`src/rtl/conv_pkg.sv`:
```
// Shared types and constants for the convolution operand streamer.
// No logic; compile-time only.
package conv_pkg;
    localparam int FP_W = 32;
    localparam logic SEL_IMG = 1'b0;
    localparam logic SEL_KER = 1'b1;

    typedef enum logic [1:0] {
        ST_IDLE   = 2'd0,
        ST_STREAM = 2'd1,
        ST_DONE   = 2'd2
    } state_t;

    function automatic int conv_clog2(input int v);
        int r;
        r = 0;
        while ((1 << r) < v) r++;
        return (r < 1) ? 1 : r;
    endfunction
endpackage

```
`src/rtl/conv_win_addr_gen.sv`:
```
// Window walker: r/c/i/j counters mapped to image and kernel word addresses.
// Latency: addresses are combinational from the counters; counters step on i_advance.
// Backpressure: counters hold whenever i_advance is low.
module conv_win_addr_gen
    import conv_pkg::*;
#(
    parameter int N = 3,
    parameter int K = 2,
    localparam int M   = N - K + 1,
    localparam int AW  = conv_clog2(N * N),
    localparam int KAW = conv_clog2(K * K),
    localparam int CW  = conv_clog2(N)
) (
    input  logic           i_clk,
    input  logic           i_rst,
    input  logic           i_advance,
    output logic [AW-1:0]  o_img_addr,
    output logic [KAW-1:0] o_ker_addr,
    output logic           o_last_in_win,
    output logic           o_last_in_frame
);
    logic [CW-1:0] r_r, r_c, r_i, r_j;
    logic [AW-1:0] w_row, w_col;

    assign w_row = AW'(r_r) + AW'(r_i);
    assign w_col = AW'(r_c) + AW'(r_j);
    assign o_img_addr = w_row * AW'(N) + w_col;
    assign o_ker_addr = KAW'(r_i) * KAW'(K) + KAW'(r_j);

    assign o_last_in_win   = (r_i == CW'(K - 1)) && (r_j == CW'(K - 1));
    assign o_last_in_frame = o_last_in_win && (r_r == CW'(M - 1)) && (r_c == CW'(M - 1));

    // Ripple-carry style nesting: j is innermost, r outermost; all wrap to 0 after the last beat.
    always_ff @(posedge i_clk) begin
        if (i_rst) begin
            r_r <= '0;
            r_c <= '0;
            r_i <= '0;
            r_j <= '0;
        end else if (i_advance) begin
            if (r_j != CW'(K - 1)) begin
                r_j <= r_j + 1'b1;
            end else begin
                r_j <= '0;
                if (r_i != CW'(K - 1)) begin
                    r_i <= r_i + 1'b1;
                end else begin
                    r_i <= '0;
                    if (r_c != CW'(M - 1)) begin
                        r_c <= r_c + 1'b1;
                    end else begin
                        r_c <= '0;
                        r_r <= (r_r != CW'(M - 1)) ? r_r + 1'b1 : '0;
                    end
                end
            end
        end
    end
endmodule

```
`src/rtl/conv_operand_streamer.sv`:
```
// Streams (image, kernel) operand pairs window by window into the convolution core.
// Latency: first pair valid the cycle after start; then one pair per accepted beat.
// Backpressure: op_valid/op_ready; outputs hold while op_ready is low.
module conv_operand_streamer
    import conv_pkg::*;
#(
    parameter int N  = 3,
    parameter int K  = 2,
    parameter int DW = FP_W,
    localparam int AW  = conv_clog2(N * N),
    localparam int KAW = conv_clog2(K * K)
) (
    input  logic          clk,
    input  logic          rst,
    input  logic          wr_en,
    input  logic          wr_sel,
    input  logic [AW-1:0] wr_addr,
    input  logic [DW-1:0] wr_data,
    input  logic          start,
    output logic          busy,
    output logic [DW-1:0] a_out,
    output logic [DW-1:0] b_out,
    output logic          op_valid,
    input  logic          op_ready,
    output logic          op_last,
    output logic          frame_done
);
    state_t r_state;
    logic   r_frame_last;

    logic [DW-1:0] r_img_mem [N*N];
    logic [DW-1:0] r_ker_mem [K*K];

    logic [AW-1:0]  w_img_addr;
    logic [KAW-1:0] w_ker_addr;
    logic           w_last_in_win, w_last_in_frame;
    logic           w_load, w_wr_ok, w_img_in, w_ker_in;
    logic [DW-1:0]  w_a_rd, w_b_rd;

    assign w_load = ((r_state == ST_IDLE) && start) ||
                    ((r_state == ST_STREAM) && op_ready && !r_frame_last);

    conv_win_addr_gen #(.N(N), .K(K)) u_addr (
        .i_clk          (clk),
        .i_rst          (rst),
        .i_advance      (w_load),
        .o_img_addr     (w_img_addr),
        .o_ker_addr     (w_ker_addr),
        .o_last_in_win  (w_last_in_win),
        .o_last_in_frame(w_last_in_frame)
    );

    assign w_wr_ok  = wr_en && (r_state == ST_IDLE);
    assign w_img_in = ({1'b0, wr_addr} < (AW + 1)'(N * N));
    assign w_ker_in = ({1'b0, wr_addr} < (AW + 1)'(K * K));

    // Forward a same-cycle write so start+write in IDLE sees the new word on the first beat.
    assign w_a_rd = (w_wr_ok && wr_sel == SEL_IMG && wr_addr == w_img_addr)
                    ? wr_data : r_img_mem[w_img_addr];
    assign w_b_rd = (w_wr_ok && wr_sel == SEL_KER && wr_addr == AW'(w_ker_addr))
                    ? wr_data : r_ker_mem[w_ker_addr];

    always_ff @(posedge clk) begin
        if (w_wr_ok) begin
            if (wr_sel == SEL_IMG) begin
                if (w_img_in) r_img_mem[wr_addr] <= wr_data;
            end else if (w_ker_in) begin
                r_ker_mem[wr_addr[KAW-1:0]] <= wr_data;
            end
        end
    end

    always_ff @(posedge clk) begin
        if (rst) begin
            r_state      <= ST_IDLE;
            r_frame_last <= 1'b0;
            busy         <= 1'b0;
            op_valid     <= 1'b0;
            op_last      <= 1'b0;
            frame_done   <= 1'b0;
            a_out        <= '0;
            b_out        <= '0;
        end else begin
            case (r_state)
                ST_IDLE: begin
                    frame_done <= 1'b0;
                    if (start) begin
                        r_state      <= ST_STREAM;
                        busy         <= 1'b1;
                        op_valid     <= 1'b1;
                        a_out        <= w_a_rd;
                        b_out        <= w_b_rd;
                        op_last      <= w_last_in_win;
                        r_frame_last <= w_last_in_frame;
                    end
                end
                ST_STREAM: begin
                    if (op_ready) begin
                        if (r_frame_last) begin
                            r_state      <= ST_DONE;
                            op_valid     <= 1'b0;
                            op_last      <= 1'b0;
                            r_frame_last <= 1'b0;
                            frame_done   <= 1'b1;
                        end else begin
                            a_out        <= w_a_rd;
                            b_out        <= w_b_rd;
                            op_last      <= w_last_in_win;
                            r_frame_last <= w_last_in_frame;
                        end
                    end
                end
                ST_DONE: begin
                    r_state    <= ST_IDLE;
                    frame_done <= 1'b0;
                    busy       <= 1'b0;
                end
                default: r_state <= ST_IDLE;
            endcase
        end
    end
endmodule

```
`config.mk`:
```
export PLATFORM = sky130hd
export DESIGN_NAME = conv_operand_streamer
export DESIGN_NICKNAME = d
export VERILOG_FILES = /design/src/rtl/conv_pkg.sv /design/src/rtl/conv_win_addr_gen.sv /design/src/rtl/conv_operand_streamer.sv
export SDC_FILE = /design/constraint.sdc
export NUM_CORES = 1
export LEC_CHECK = 0
export BUFFER_PORTS_ARGS = -buffer_cell sky130_fd_sc_hd__buf_2
export CAP_MARGIN = 20
export CORE_MARGIN = 1
export CORE_UTILIZATION = 45
export CTS_CLUSTER_DIAMETER = 30
export DETAILED_ROUTE_END_ITERATION = 10
export GPL_TIMING_DRIVEN = 0
export PLACE_DENSITY = 0.63
export SLEW_MARGIN = 40
export SYNTH_ARGS = -nofsm -noshare
export SYNTH_HDL_FRONTEND = slang
export SYNTH_HIERARCHICAL = 1
export SYNTH_SLANG_ARGS = --single-unit
```
`constraint.sdc`:
```
create_clock -name clk -period 9.16 [get_ports clk]
set_input_delay 1.832 -clock clk [delete_from_list [all_inputs] [get_ports clk]]
set_output_delay 1.832 -clock clk [all_outputs]
set_load 0.03 [all_outputs]
```
==> run_results.csv <==
group,metric,value,unit
yosys,synth_edf_count,416,
layout,drive_gt1_share,35.6,%
power_and_ir_drop,switchingPower,0.00157,W
detailed_routing,vias,11000,
clocking,worst_skew_pair.late_latency,0.62,ns
sta,drv_slew,0,
power_and_ir_drop,p_comb_share,8.5,%
global_route,antenna_found_initial,1,
worst_setup_path,criticalPathCategory,"flip-flop to flip-flop",
power_and_ir_drop,clkPwrFrac,54.2,%
run,max_cap_viol_count,0,
worst_setup_path,end_kind,"flip-flop",
worst_setup_path,cp.arrival,5.96,ns
layout,syn_to_final_growth,27.9,%
yosys,dominantRegCellSynth,"edfxtp_1",
layout,fin_cells,1975,
placed_design,gp_congestion,0.774,
layout,antenna_cells,0,
die,die_x,210,um
sta,fin_skew,0.0249,ns
clocking,postCtsSetupBuffers,0,
global_route,gr-usage-all-layers,22.4,%
global_route,grt_pass1_vias,11400,
sta,finalHoldViolCount,0,
yosys,ys_seq_elements,495,
worst_setup_path,max_stage_delay,0.64,ns
yosys,ys_async_sr_fraction,0,%
power_and_ir_drop,ir_worst_vdd,159,uV
yosys,ys_warn_count,6,
detailed_routing,viasPerCell,5.59,
global_route,overflow,0,
yosys,yosysSeqAreaShare,72.2,%
power_and_ir_drop,power_density,272,nW/um^2
die,core_area,42300,um^2
clocking,hold_buffers,0,
power_and_ir_drop,internal-power,0.00522,W
detailed_routing,postRouteAntennaNets,0,
worst_hold_path,hp-class,"flip-flop to flip-flop",
sta,hold_ws,0.476,ns
placed_design,dp_hpwl,30.6,mm
worst_setup_path,crit_slowest_cell,"nand3_1",
sta,setup_tns,0,ns
yosys,syn_nets,1115,
detailed_routing,wl_per_cell,24.4,um
clocking,cts_root_buf,"clkbuf_16",
clocking,numCtsBuffers,102,
power_and_ir_drop,switching_share,23.2,%
global_route,grt_first_pass_wirelength,72.0,mm
worst_setup_path,cp_data_required_time,9.63,ns
clocking,numClockSinks,495,
clocking,tritoncts,"yes",
layout,layout_common_cells,"edfxtp_1 (416), buf_2 (137), clkbuf_16 (105), mux4_2 (96), dfxtp_1 (79)",
detailed_routing,routed_wl,48.1,mm
layout,fin_nets,1363,
worst_setup_path,cp_max_fo,10,
detailed_routing,first_iter_violations,954,
detailed_routing,drtPass1Iterations,5,
placed_design,dp.cells,1784,
layout,final_common_cell,"edfxtp_1",
layout,fill_cells,3165,
yosys,synth_area_per_cell,18.3,um^2
placed_design,portBuffers,106,
run_status,outcome,"finished, final reports clean",
power_and_ir_drop,p_seq_share,37.3,%
yosys,ys_types,51,
clocking,cts_max_path_buffers,3,
yosys,synthCells,1063,
sta,timing.final.crit_share,60.0,%
sta,max_clock_freq,0.182,GHz
clocking,clk_pin_slew,0.05,ns
sta,worst_pin_slew,0.903,ns
die,start_util,46.1,%
worst_setup_path,path_cells,"ha_1, inv_1, fa_1, fa_1, inv_1, fa_1, ha_1, inv_1, fa_1, xor2_1, xnor2_1, buf_2, xnor2_1, nand3_1, clkbuf_1, o31ai_1, a21oi_1",
global_route,grt_max_degree,19,
worst_setup_path,cpMostUsedCell,"fa_1",
power_and_ir_drop,leakagePower,8.93,nW
die,pin_count,110,
worst_setup_path,worstSetupStartpointType,"flip-flop",
yosys,netlist_area,19500,um^2
sta,rsz0062_at_grt,"false",
die,dieArea,44200,um^2
sta,maxSlewHeadroom,39.8,%
clocking,cts_resized,0,
sta,setup_viol,0,
die,die_h,210,um
detailed_routing,route.detailed.drc,0,
power_and_ir_drop,power,0.00679,W
clocking,h-tree-depth,3,
sta,min_period,5.49,ns
die,rows,75,
routing by layer:
metal / up-vias / track usage (%) / wire [um]
li1: 4826 / - / -
met2: 408 / 36.4 / 23500
met5: - / 0 / 13
met4: 2 / 8.41 / 1310
met3: 91 / 5.11 / 3130
met1: 5719 / 29.6 / 20100
sequential cells by signal (all words and copies together) (netlist names), 2 cells and up:
name        cells
r_img_mem     288
r_ker_mem     128
a_out          32
b_out          32
r_state         2
u_addr/r_c      2
u_addr/r_i      2
u_addr/r_j      2
u_addr/r_r      2
logic make-up after synthesis:
kind of cell,Yosys count,share of synthesized area [%]
xor+xnor,11,0.494
buf+inv,114,2.59
mux,185,15.9
fa+ha+maj,10,0.796
flops,495,72.2
simple gates,103,2.82
compound gates,145,5.26
final timing paths:
kind | startpoint | to | slack (ns) | depth (start not counted)
setup reg to reg | u_addr/r_i[0]$_SDFFE_PP0P_ | a_out[0]$_SDFFE_PP0P_ | 3.67 | 17
hold / removal | frame_done$_SDFFE_PP0P_ | frame_done$_SDFFE_PP0P_ | 0.48 | 2
hold reg to reg | frame_done$_SDFFE_PP0P_ | frame_done$_SDFFE_PP0P_ | 0.48 | 2
setup / recovery | u_addr/r_i[0]$_SDFFE_PP0P_ | a_out[0]$_SDFFE_PP0P_ | 3.67 | 17
synth_stat cells (2+ instances only):
master	count	area share, %
inv_1	42	0.81
nor2_1	52	1.0
and3_1	2	0.064
nand4_1	7	0.22
clkbuf_1	30	0.58
buf_2	28	0.72
buf_4	4	0.15
a2bb2oi_1	6	0.27
a31oi_1	27	0.87
xnor2_1	6	0.27
or3b_1	2	0.090
a21oi_1	28	0.72
nand2b_1	2	0.064
and2_1	3	0.096
nand2_1	4	0.077
nor2b_1	10	0.32
o221ai_1	6	0.27
fa_1	4	0.41
edfxtp_1	416	64
and4_2	2	0.10
o31ai_1	26	1.0
mux4_2	96	11
dfxtp_1	79	8.1
nand3b_1	3	0.12
ha_1	6	0.39
nor3_1	6	0.15
a211oi_1	40	1.5
nor3b_1	2	0.077
mux2_2	27	1.6
buf_1	5	0.096
mux2i_1	61	3.1
o32ai_1	6	0.27
xor2_1	5	0.22
buf_6	3	0.17
power groups by stage:
stage	logic, W	clock network, W	registers [W]
after floorplan	0.000316	0	0.00263
after global placement	0.000563	0	0.00257
after detailed placement	0.000579	0	0.00257
after CTS	0.000583	0.00373	0.00253
after global routing	0.000620	0.00384	0.00253
final	0.000577	0.00368	0.00253
through the flow:
step	cell area, um^2	utilization, %	setup WS (ns)
after floorplan	19500	-	3.65
after global placement	20700	49.0	0.599
after detailed placement	21400	50.6	3.77
after CTS	24900	58.9	3.73
after global routing	24900	58.9	3.36
final	24900	58.9	3.67
critical path: cells and delay by family, from the launching register on:
| kind | cells | cell delay, ns |
|---|---|---|
| compound gates | 2 | 0.42 |
| xor+xnor | 3 | 0.88 |
| fa+ha+maj | 6 | 2.23 |
| buf+inv | 5 | 0.78 |
| flops | 1 | 0.43 |
| simple gates | 1 | 0.64 |
area by class of cell:
type | instances | area [um^2] | area share (%)
plain buffers | 70 | 340 | 1.37
clock buffers | 123 | 2750 | 11.0
clock inverters | 68 | 761 | 3.05
inverters | 44 | 170 | 0.683
multi-input cells | 454 | 5000 | 20.1
flip-flops and latches | 495 | 14100 | 56.5
well taps | 577 | 722 | 2.90
repair buffers | 144 | 1110 | 4.47
(Power assumes the default switching activity.)
